$ cat src/rtl/servo_pkg.sv
// Constants and types shared by the servo bin sequencer
// and the servo PWM generator.
package servo_pkg;

  localparam int unsigned SERVO_BIN_W      = 4;
  localparam int unsigned SERVO_MAX_BIN    = 8;
  localparam int unsigned PWM_FRAME_CYCLES = 1_966_080;

  typedef enum logic {
    IDLE = 1'b0,
    MOVE = 1'b1
  } servo_state_e;

endpackage

$ cat src/rtl/servo_bin_sequencer.sv
// Slews the PWM bin one step per dwell period toward
// the most recently accepted target angle bin.
module servo_bin_sequencer
  import servo_pkg::*;
#(
  parameter int unsigned STEP_CYCLES = PWM_FRAME_CYCLES,
  parameter int unsigned MAX_BIN     = SERVO_MAX_BIN
) (
  input  logic                   clk_in,
  input  logic                   rst_in,
  input  logic [SERVO_BIN_W-1:0] target_in,
  input  logic                   target_valid_in,
  output logic                   target_ready_out,
  output logic [SERVO_BIN_W-1:0] bin_out,
  output logic                   moving_out,
  output logic                   arrived_out
);

  localparam int unsigned TW =
    (STEP_CYCLES > 1) ? $clog2(STEP_CYCLES) : 1;
  localparam int unsigned LAST_I = STEP_CYCLES - 1;
  localparam logic [TW-1:0] LAST = LAST_I[TW-1:0];
  localparam logic [TW-1:0] T_ONE = 1;
  localparam logic [SERVO_BIN_W-1:0] MAX_B =
    MAX_BIN[SERVO_BIN_W-1:0];
  localparam logic [SERVO_BIN_W-1:0] B_ONE = 1;

  servo_state_e           state_q, state_d;
  logic [SERVO_BIN_W-1:0] bin_q, bin_d;
  logic [SERVO_BIN_W-1:0] tgt_q, tgt_d;
  logic [TW-1:0]          timer_q, timer_d;
  logic                   moving_q, moving_d;
  logic                   arrived_q, arrived_d;
  logic                   ready_q, ready_d;

  logic                   accept;
  logic [SERVO_BIN_W-1:0] clamped;
  logic [SERVO_BIN_W-1:0] eff_t;
  logic [SERVO_BIN_W-1:0] next_bin;

  always_comb begin
    accept   = target_valid_in && ready_q;
    clamped  = (target_in > MAX_B) ? MAX_B : target_in;
    eff_t    = accept ? clamped : tgt_q;
    // Direction is taken from eff_t, so a boundary retarget wins.
    next_bin = (eff_t > bin_q) ? bin_q + B_ONE
                               : bin_q - B_ONE;

    state_d   = state_q;
    bin_d     = bin_q;
    tgt_d     = eff_t;
    timer_d   = timer_q;
    moving_d  = moving_q;
    arrived_d = 1'b0;
    ready_d   = 1'b1;

    unique case (state_q)
      IDLE: begin
        if (accept) begin
          if (eff_t != bin_q) begin
            state_d  = MOVE;
            timer_d  = '0;
            moving_d = 1'b1;
          end else begin
            arrived_d = 1'b1;
          end
        end
      end
      MOVE: begin
        if (eff_t == bin_q) begin
          state_d   = IDLE;
          timer_d   = '0;
          moving_d  = 1'b0;
          arrived_d = 1'b1;
        end else if (timer_q == LAST) begin
          bin_d   = next_bin;
          timer_d = '0;
          if (next_bin == eff_t) begin
            state_d   = IDLE;
            moving_d  = 1'b0;
            arrived_d = 1'b1;
          end
        end else begin
          timer_d = timer_q + T_ONE;
        end
      end
      default: begin
        state_d = IDLE;
      end
    endcase
  end

  always_ff @(posedge clk_in) begin
    if (rst_in) begin
      state_q   <= IDLE;
      bin_q     <= '0;
      tgt_q     <= '0;
      timer_q   <= '0;
      moving_q  <= 1'b0;
      arrived_q <= 1'b0;
      ready_q   <= 1'b0;
    end else begin
      state_q   <= state_d;
      bin_q     <= bin_d;
      tgt_q     <= tgt_d;
      timer_q   <= timer_d;
      moving_q  <= moving_d;
      arrived_q <= arrived_d;
      ready_q   <= ready_d;
    end
  end

  assign target_ready_out = ready_q;
  assign bin_out          = bin_q;
  assign moving_out       = moving_q;
  assign arrived_out      = arrived_q;

endmodule

$ cat config.mk
export PLATFORM = sky130hd
export DESIGN_NAME = servo_bin_sequencer
export DESIGN_NICKNAME = d
export VERILOG_FILES = /design/src/rtl/servo_pkg.sv /design/src/rtl/servo_bin_sequencer.sv
export SDC_FILE = /design/constraint.sdc
export NUM_CORES = 1
export LEC_CHECK = 0
export ABC_AREA = 1
export ABC_CLOCK_PERIOD_IN_PS = 4100
export BUFFER_PORTS_ARGS = -buffer_cell sky130_fd_sc_hd__buf_4
export CORE_ASPECT_RATIO = 0.5
export CORE_MARGIN = 2
export CORE_UTILIZATION = 43
export CTS_CLUSTER_SIZE = 30
export DETAILED_ROUTE_END_ITERATION = 8
export GPL_TIMING_DRIVEN = 0
export PLACE_DENSITY = 0.63
export SLEW_MARGIN = 30
export SYNTH_ARGS = -nofsm -noshare
export SYNTH_HDL_FRONTEND = slang
export SYNTH_SLANG_ARGS = --single-unit
$ cat constraint.sdc
create_clock -name clk_in -period 4.1 [get_ports clk_in]
set_input_delay 0.82 -clock clk_in [delete_from_list [all_inputs] [get_ports clk_in]]
set_output_delay 0.82 -clock clk_in [all_outputs]
set_load 0.01 [all_outputs]
==> run_results.csv, run 1 <==
group,metric,value,unit
clock_tree,numCtsBuffers,5,
synthesis,syn-num-nets,270,
global_routing,grt_pass1_wl,6037,um
pwr,irDropWorstVdd,158.1,uV
synthesis,yosys.area_share.adder,6.073,%
worst_setup_path,cp.arrival,3.75,ns
sta,finalSetupViolCount,0,
synthesis,ys_seq_area_share,37.29,%
synthesis,synth-main-ff-cell,"dfxtp_1",
global_routing,antenna_found_initial,0,
synthesis,synth_xor_area_share,3.460,%
synthesis,synth_compound_area_share,9.393,%
synthesis,synth_top_area_share,37.29,%
synthesis,synth_area_leaders,"dfxtp_1 37%, nand2_1 11%, inv_1 8.3%, nor2_1 7.4%, nand3_1 5.4%",
synthesis,synth-seq-cells,33,
place,place_congestion,0.8277,
flow_run,maxCapViolCount,0,
routing,ant_nets,0,
worst_setup_path,crit_top_cell,"nand2_1",
sta,worst_pin_slew,0.3700,ns
final_layout,syn_to_final_growth,13.98,%
final_layout,fin_nets,290,
sta,maxSlewViolCount,0,
synthesis,synth.area.mux_share,0,%
place,hpwlAfterDp,2633,um
synthesis,synth-async-reset-ratio,0,%
run_status,run_status,"finished clean",
pwr,p_per_area,327.3,mW/mm^2
routing,wl_per_cell,10.49,um
worst_hold_path,hp-start,"timer_q[20]",
final_layout,fin_cells,330,
clock_tree,clock_latency,0.27,ns
synthesis,syn_avg_cell_area,6.948,um^2
worst_hold_path,hold-path-endpoint,"timer_q[20]",
floorplan,die_x,94.78,um
worst_setup_path,ff2ff_path_depth,20,
clock_tree,clock_sinks,33,
worst_setup_path,crit_type,"in2reg",
synthesis,synth_cell_types,28,
worst_setup_path,crit_path_start_kind,"input port",
routing,wl,3463,um
clock_tree,postCtsSetupBuffers,0,
floorplan,die_area,0.004681,mm^2
final_layout,antenna_cells,0,
clock_tree,hold_buffers,0,
pwr,p_leak,0.8794,nW
clock_tree,cts.path.max_buffers,2,
synthesis,syn_inst,255,
global_routing,grt_pass1_vias,1371,
sta,fin_crit_sh,86.13,%
synthesis,ys_warn_count,0,
place,io_buffers,13,
routing,drt_iter0_markers,77,
sta,rsz0062_at_grt,"no",
floorplan,num_rows,16,
clock_tree,clk_pin_slew,0.07,ns
synthesis,syn_area,0.001772,mm^2
worst_setup_path,cp_top_family,"simple AND/OR/NAND/NOR gates",
worst_setup_path,crit_chain,"buf_4 -> nand2_1 -> clkinv_2 -> o21ai_0 -> inv_1 -> ha_1 -> nand2_1 -> inv_1 -> nand3_1 -> nand2_1 -> inv_1 -> fa_1 -> xnor2_1 -> inv_1 -> nand2_1 -> nand3_1 -> nor2_1 -> nand3_1 -> nand2_1 -> nand2_1 -> nor2_1",
routing,via_count,1598,
worst_setup_path,worst_path_largest_cell_delay,0.38,ns
final_layout,regArea,660.6,um^2
worst_setup_path,cp_max_fo,7,
routing,via_per_inst,4.842,
floorplan,initial_core_util,45.15,%
worst_hold_path,hp-class,"reg2reg",
global_routing,gr-total-overflow,0,
sta,max_slew_margin,75.07,%
sta,period_needed,3.531,ns
global_routing,grt_max_degree,11,
synthesis,yosysTopAreaCell,"dfxtp_1",
sta,finalHoldViolations,0,
worst_setup_path,r2r-end,"arrived_out",
sta,max_freq,283.2,MHz
final_layout,layout-drive-gt1-share,13.04,%
worst_setup_path,regToRegStartpoint,"target_ready_out",
synthesis,synth_top_family_by_area,"simple AND/OR/NAND/NOR gates",
worst_setup_path,slowest_stage,"fa_1",
worst_hold_path,min_path_cells,2,
final_layout,fillers,399,
sta,finClkSkew,0.003553,ns
floorplan,ioPinCount,14,
sta,tns,0,ns
clock_tree,htree_levels,2,
final_layout,multi_input_area,933.4,um^2
floorplan,core_area,0.003924,mm^2
worst_setup_path,path_buf_inv,6,
routing,drc,0,
clock_tree,ctsRootBufferMaster,"clkbuf_8",
clock_tree,cts_tree,"done",
floorplan,die_y,49.39,um
global_routing,track_usage,16.28,%
synthesis,synth.most_common_cell,"nand2_1",
place,dp.cells,322,
routing,drt_pass1_iterations,5,
synthesis,synth-simple-area-share,33.76,%
worst_setup_path,r2r_slack,0.91,ns
synthesis,synth_common_cells,"52 x nand2_1, 39 x inv_1, 35 x nor2_1",
worst_setup_path,critPathCaptureType,"flip-flop",
clock_tree,post_cts_resized,0,
synthesis,synth_edf_count,0,
worst_setup_path,cp_data_required_time,4.32,ns
## state kept, by name, indices dropped and copies added, names as in the netlist
name	flops
tgt_q	4
target_ready_out	1
timer_q	21
state_q	1
arrived_out	1
bin_out	4
moving_out	1
## per-stage QoR
stage	hold slack, ns	utilization [%]	area [um^2]	setup WS (ns)	power, W
finish	0.4486	51.47	2019	0.5688	0.0006609
global route	0.4740	51.47	2019	0.3066	0.0006977
CTS	0.4524	51.47	2019	0.6094	0.0006660
detailed placement	0.4417	49.36	1937	0.3460	0.0004310
global placement	0.4338	49.36	1937	0.3800	0.0004282
floorplan	0.4233	-	1772	0.9041	0.0004056
## kinds of logic after synthesis
family / count (synthesis)
AND/OR/NAND/NOR: 132
adder cells (fa/ha/maj): 8
buffers and inverters: 44
XOR/XNOR: 7
flip-flops: 33
AO/OA/AOI/OAI: 31
## cell type report
cell class	count	area share [%]
multi-input cells	178	46.22
flip-flops and latches	33	32.71
inverters	42	7.869
repair buffers	13	4.833
clock buffers	6	3.594
well taps	54	3.346
plain buffers	2	0.9294
clock inverters	2	0.4957
## power by group
group          internal, W  switching [W]
combinational    0.0000342      0.0000575
clock             0.000118       0.000120
sequential        0.000328     0.00000407
## how the worst max path moves through the flow
stage,startpoint,to,slack (ns),cells after the start
floorplan,target_valid_in,arrived_out,0.90,20
global placement,target_valid_in,arrived_out,0.38,21
detailed placement,target_valid_in,arrived_out,0.35,21
CTS,target_valid_in,arrived_out,0.61,21
global route,target_valid_in,arrived_out,0.31,21
finish,target_valid_in,arrived_out,0.57,21
## placed cells by master, fill, tap and decap left out
cell	instances
fa_1	1
nor2_4	2
inv_1	39
buf_6	1
o21ai_0	10
nor4_1	2
nor3_1	7
buf_4	14
a211oi_1	1
o21bai_1	1
clkinv_1	2
o22ai_1	2
a21oi_1	16
a31o_2	1
nand4_1	3
clkbuf_8	5
nand3_1	19
clkinv_2	3
dfxtp_1	33
nor2_1	35
nand2_4	2
ha_1	7
xnor2_1	1
or2_2	1
clkbuf_1	1
nand2_2	5
nor2_2	2
xor2_1	6
nand2_1	52
nor3b_1	2
## worst min-delay path, delay by kind of cell (launching register included)
| family | cells | cell delay, ns |
|---|---|---|
| DFF | 1 | 0.32 |
| AOI/OAI and AO/OA | 1 | 0.05 |
| buffers and inverters | 1 | 0.05 |
## routing by layer
metal	up-vias	share of wire, %	global-route usage [%]
li1	852	-	-
met1	721	53	21.97
met2	23	43	25.89
met3	2	3.6	5.100
met4	0	0.55	2.899
met5	-	0	0
Power figures use the tool's default switching activity.
==> run 2, diff against run 1 <==
- ABC_CLOCK_PERIOD_IN_PS: 4100 -> 3110
- PLACE_DENSITY: 0.63 -> 0.66
- SETUP_SLACK_MARGIN: default -> 0.15
- clock period: 4.1 -> 3.11 ns (I/O delays scaled with it)
==> run_results.csv, run 2 (synthesis gave the netlist of run 1 again) <==
group,metric,value,unit
final_layout,finish.utilization,56.35,%
pwr,p_per_area,421.8,mW/mm^2
final_layout,multi_input_area,0.001051,mm^2
clock_tree,clk_pin_slew,0.07,ns
sta,rsz0062_at_grt,"no",
routing,via_per_inst,4.849,
floorplan,num_rows,16,
worst_hold_path,hp-start,"timer_q[20]",
floorplan,die_x,94.78,um
place,hpwlAfterDp,2632,um
final_layout,regArea,660.6,um^2
routing,drc,0,
floorplan,core_area,0.003924,mm^2
flow_run,maxCapViolCount,0,
place,io_buffers,13,
routing,drt_iter0_markers,63,
final_layout,layout-drive-gt1-share,23.32,%
pwr,fin_total_pwr,0.0009326,W
final_layout,regMostFlops,"timer_q",
pwr,irDropWorstVdd,149.1,uV
global_routing,met3_usage,5.100,%
worst_setup_path,cp.arrival,2.99,ns
clock_tree,numCtsBuffers,5,
pwr,p_leak,0.9426,nW
final_layout,layout_common_cells,"44 x nand2_1, 35 x nor2_1, 34 x inv_1, 33 x dfxtp_1, 21 x buf_4",
sta,period_needed,2.766,ns
sta,finalHoldViolations,0,
sta,max_slew_margin,72.82,%
worst_hold_path,hold-path-endpoint,"timer_q[20]",
worst_setup_path,cp_max_fo,6,
worst_setup_path,crit_path_start_kind,"input port",
final_layout,antenna_cells,0,
sta,finalSetupViolCount,0,
global_routing,gr-total-overflow,0,
routing,via_count,1634,
worst_hold_path,min_path_cells,2,
final_layout,final_cell_area,0.002211,mm^2
clock_tree,clock_sinks,33,
clock_tree,htree_levels,2,
sta,finClkSkew,0.004857,ns
clock_tree,ctsRootBufferMaster,"clkbuf_8",
floorplan,die_area,0.004681,mm^2
worst_hold_path,hp-class,"reg2reg",
worst_setup_path,r2r-end,"arrived_out",
routing,wl_per_cell,10.99,um
run_status,run_status,"finished clean",
global_routing,grt_pass1_vias,1474,
sta,maxSlewViolCount,0,
place,place_congestion,0.8200,
worst_setup_path,cp_data_required_time,3.34,ns
worst_setup_path,critPathCaptureType,"flip-flop",
final_layout,fin_nets,298,
sta,worst_pin_slew,0.4040,ns
floorplan,die_y,49.39,um
clock_tree,cts.path.max_buffers,2,
routing,drt_pass1_iterations,4,
worst_setup_path,regToRegStartpoint,"target_ready_out",
global_routing,antenna_found_initial,0,
global_routing,grt_use_met2,27.78,%
global_routing,globalRouteMet1Util,22.27,%
global_routing,grt_max_degree,11,
sta,max_freq,361.6,MHz
clock_tree,clock_latency,0.29,ns
final_layout,layout_commonest_cell,"nand2_1",
place,placed_area,0.001937,mm^2
global_routing,track_usage,17.60,%
routing,ant_nets,0,
global_routing,grt_pass1_wl,6341,um
sta,worst_hold_slack,0.4499,ns
worst_setup_path,r2r_slack,0.39,ns
final_layout,largest_reg_flops,21,
worst_setup_path,crit_type,"in2reg",
clock_tree,cts_tree,"done",
final_layout,fillers,385,
sta,fin_crit_sh,88.93,%
final_layout,syn_to_final_growth,24.79,%
floorplan,ioPinCount,14,
global_routing,gr-max-usage-layer,"met2",
floorplan,initial_core_util,45.15,%
worst_setup_path,ff2ff_path_depth,21,
routing,wl,3702,um
run 2: cell count changes in the layout (fill, tap and decap cells not counted), moves of 3 or more:
cell and delta:
buf_4 +7, clkinv_2 -3, ha_1 -3, ha_4 +3, inv_1 -5, inv_2 +3, inv_4 +3, nand2_1 -8
nand2_2 +4, nand2_4 +4, nand3_1 -3, nand3_2 +3
run 2: layout make-up:
class	instances	area share, %
Buffer	2	0.8489
Clock buffer	7	3.905
Tap cell	54	3.056
Multi-Input combinational cell	178	47.54
Sequential cell	33	29.88
Inverter	42	7.470
Timing Repair Buffer	21	7.301
run 2: stage by stage:
stage	worst slack [ns]	instances	setup TNS, ns
final	0.3443	337	0
after global routing	0.1055	337	0
after CTS	0.1703	332	0
after detailed placement	-0.3273	322	-1.073
after global placement	-0.2841	322	-0.8954
after floorplan	0.1917	255	0
run 2: metal layers:
metal	wire, um	vias up
met3	117	7
met4	84	0
met1	1797	740
met5	0	-
li1	-	868
met2	1703	19
run 2: timing repair:
action / in CTS / in global routing
endpoints found under the hold margin: 0 / 0
hold buffers: 0 / 0
pin swaps: 0 / 12
resized for setup: 4 / 28
endpoints found under the setup margin: 3 / 4
setup buffers: 3 / 5
run 2: worst max-delay path by stage:
stage | endpoint | start
after detailed placement | arrived_out | target_valid_in
final | arrived_out | target_valid_in
after CTS | arrived_out | target_valid_in
after global placement | arrived_out | target_valid_in
after floorplan | arrived_out | target_valid_in
after global routing | arrived_out | target_valid_in
run 2: report_power, final:
group / internal (W) / switching [W] / total (W)
logic: 0.0000700 / 0.0000945 / 0.000164
clock network: 0.000176 / 0.000154 / 0.000330
registers: 0.000432 / 0.00000621 / 0.000439
run 2: critical path, cell delays in order:
cell	delay (ns)
buf_4	0.09
nand2_4	0.06
inv_4	0.09
nand2_1	0.09
o21ai_4	0.08
inv_2	0.07
ha_4	0.27
nand2_1	0.05
inv_1	0.07
nand3_2	0.11
nand2_4	0.12
inv_4	0.04
fa_2	0.37
xnor2_2	0.23
inv_1	0.06
nand2_1	0.07
nand3_2	0.07
nor2_1	0.10
nand3_1	0.08
nand2_2	0.09
nand2_1	0.05
nor2_1	0.09
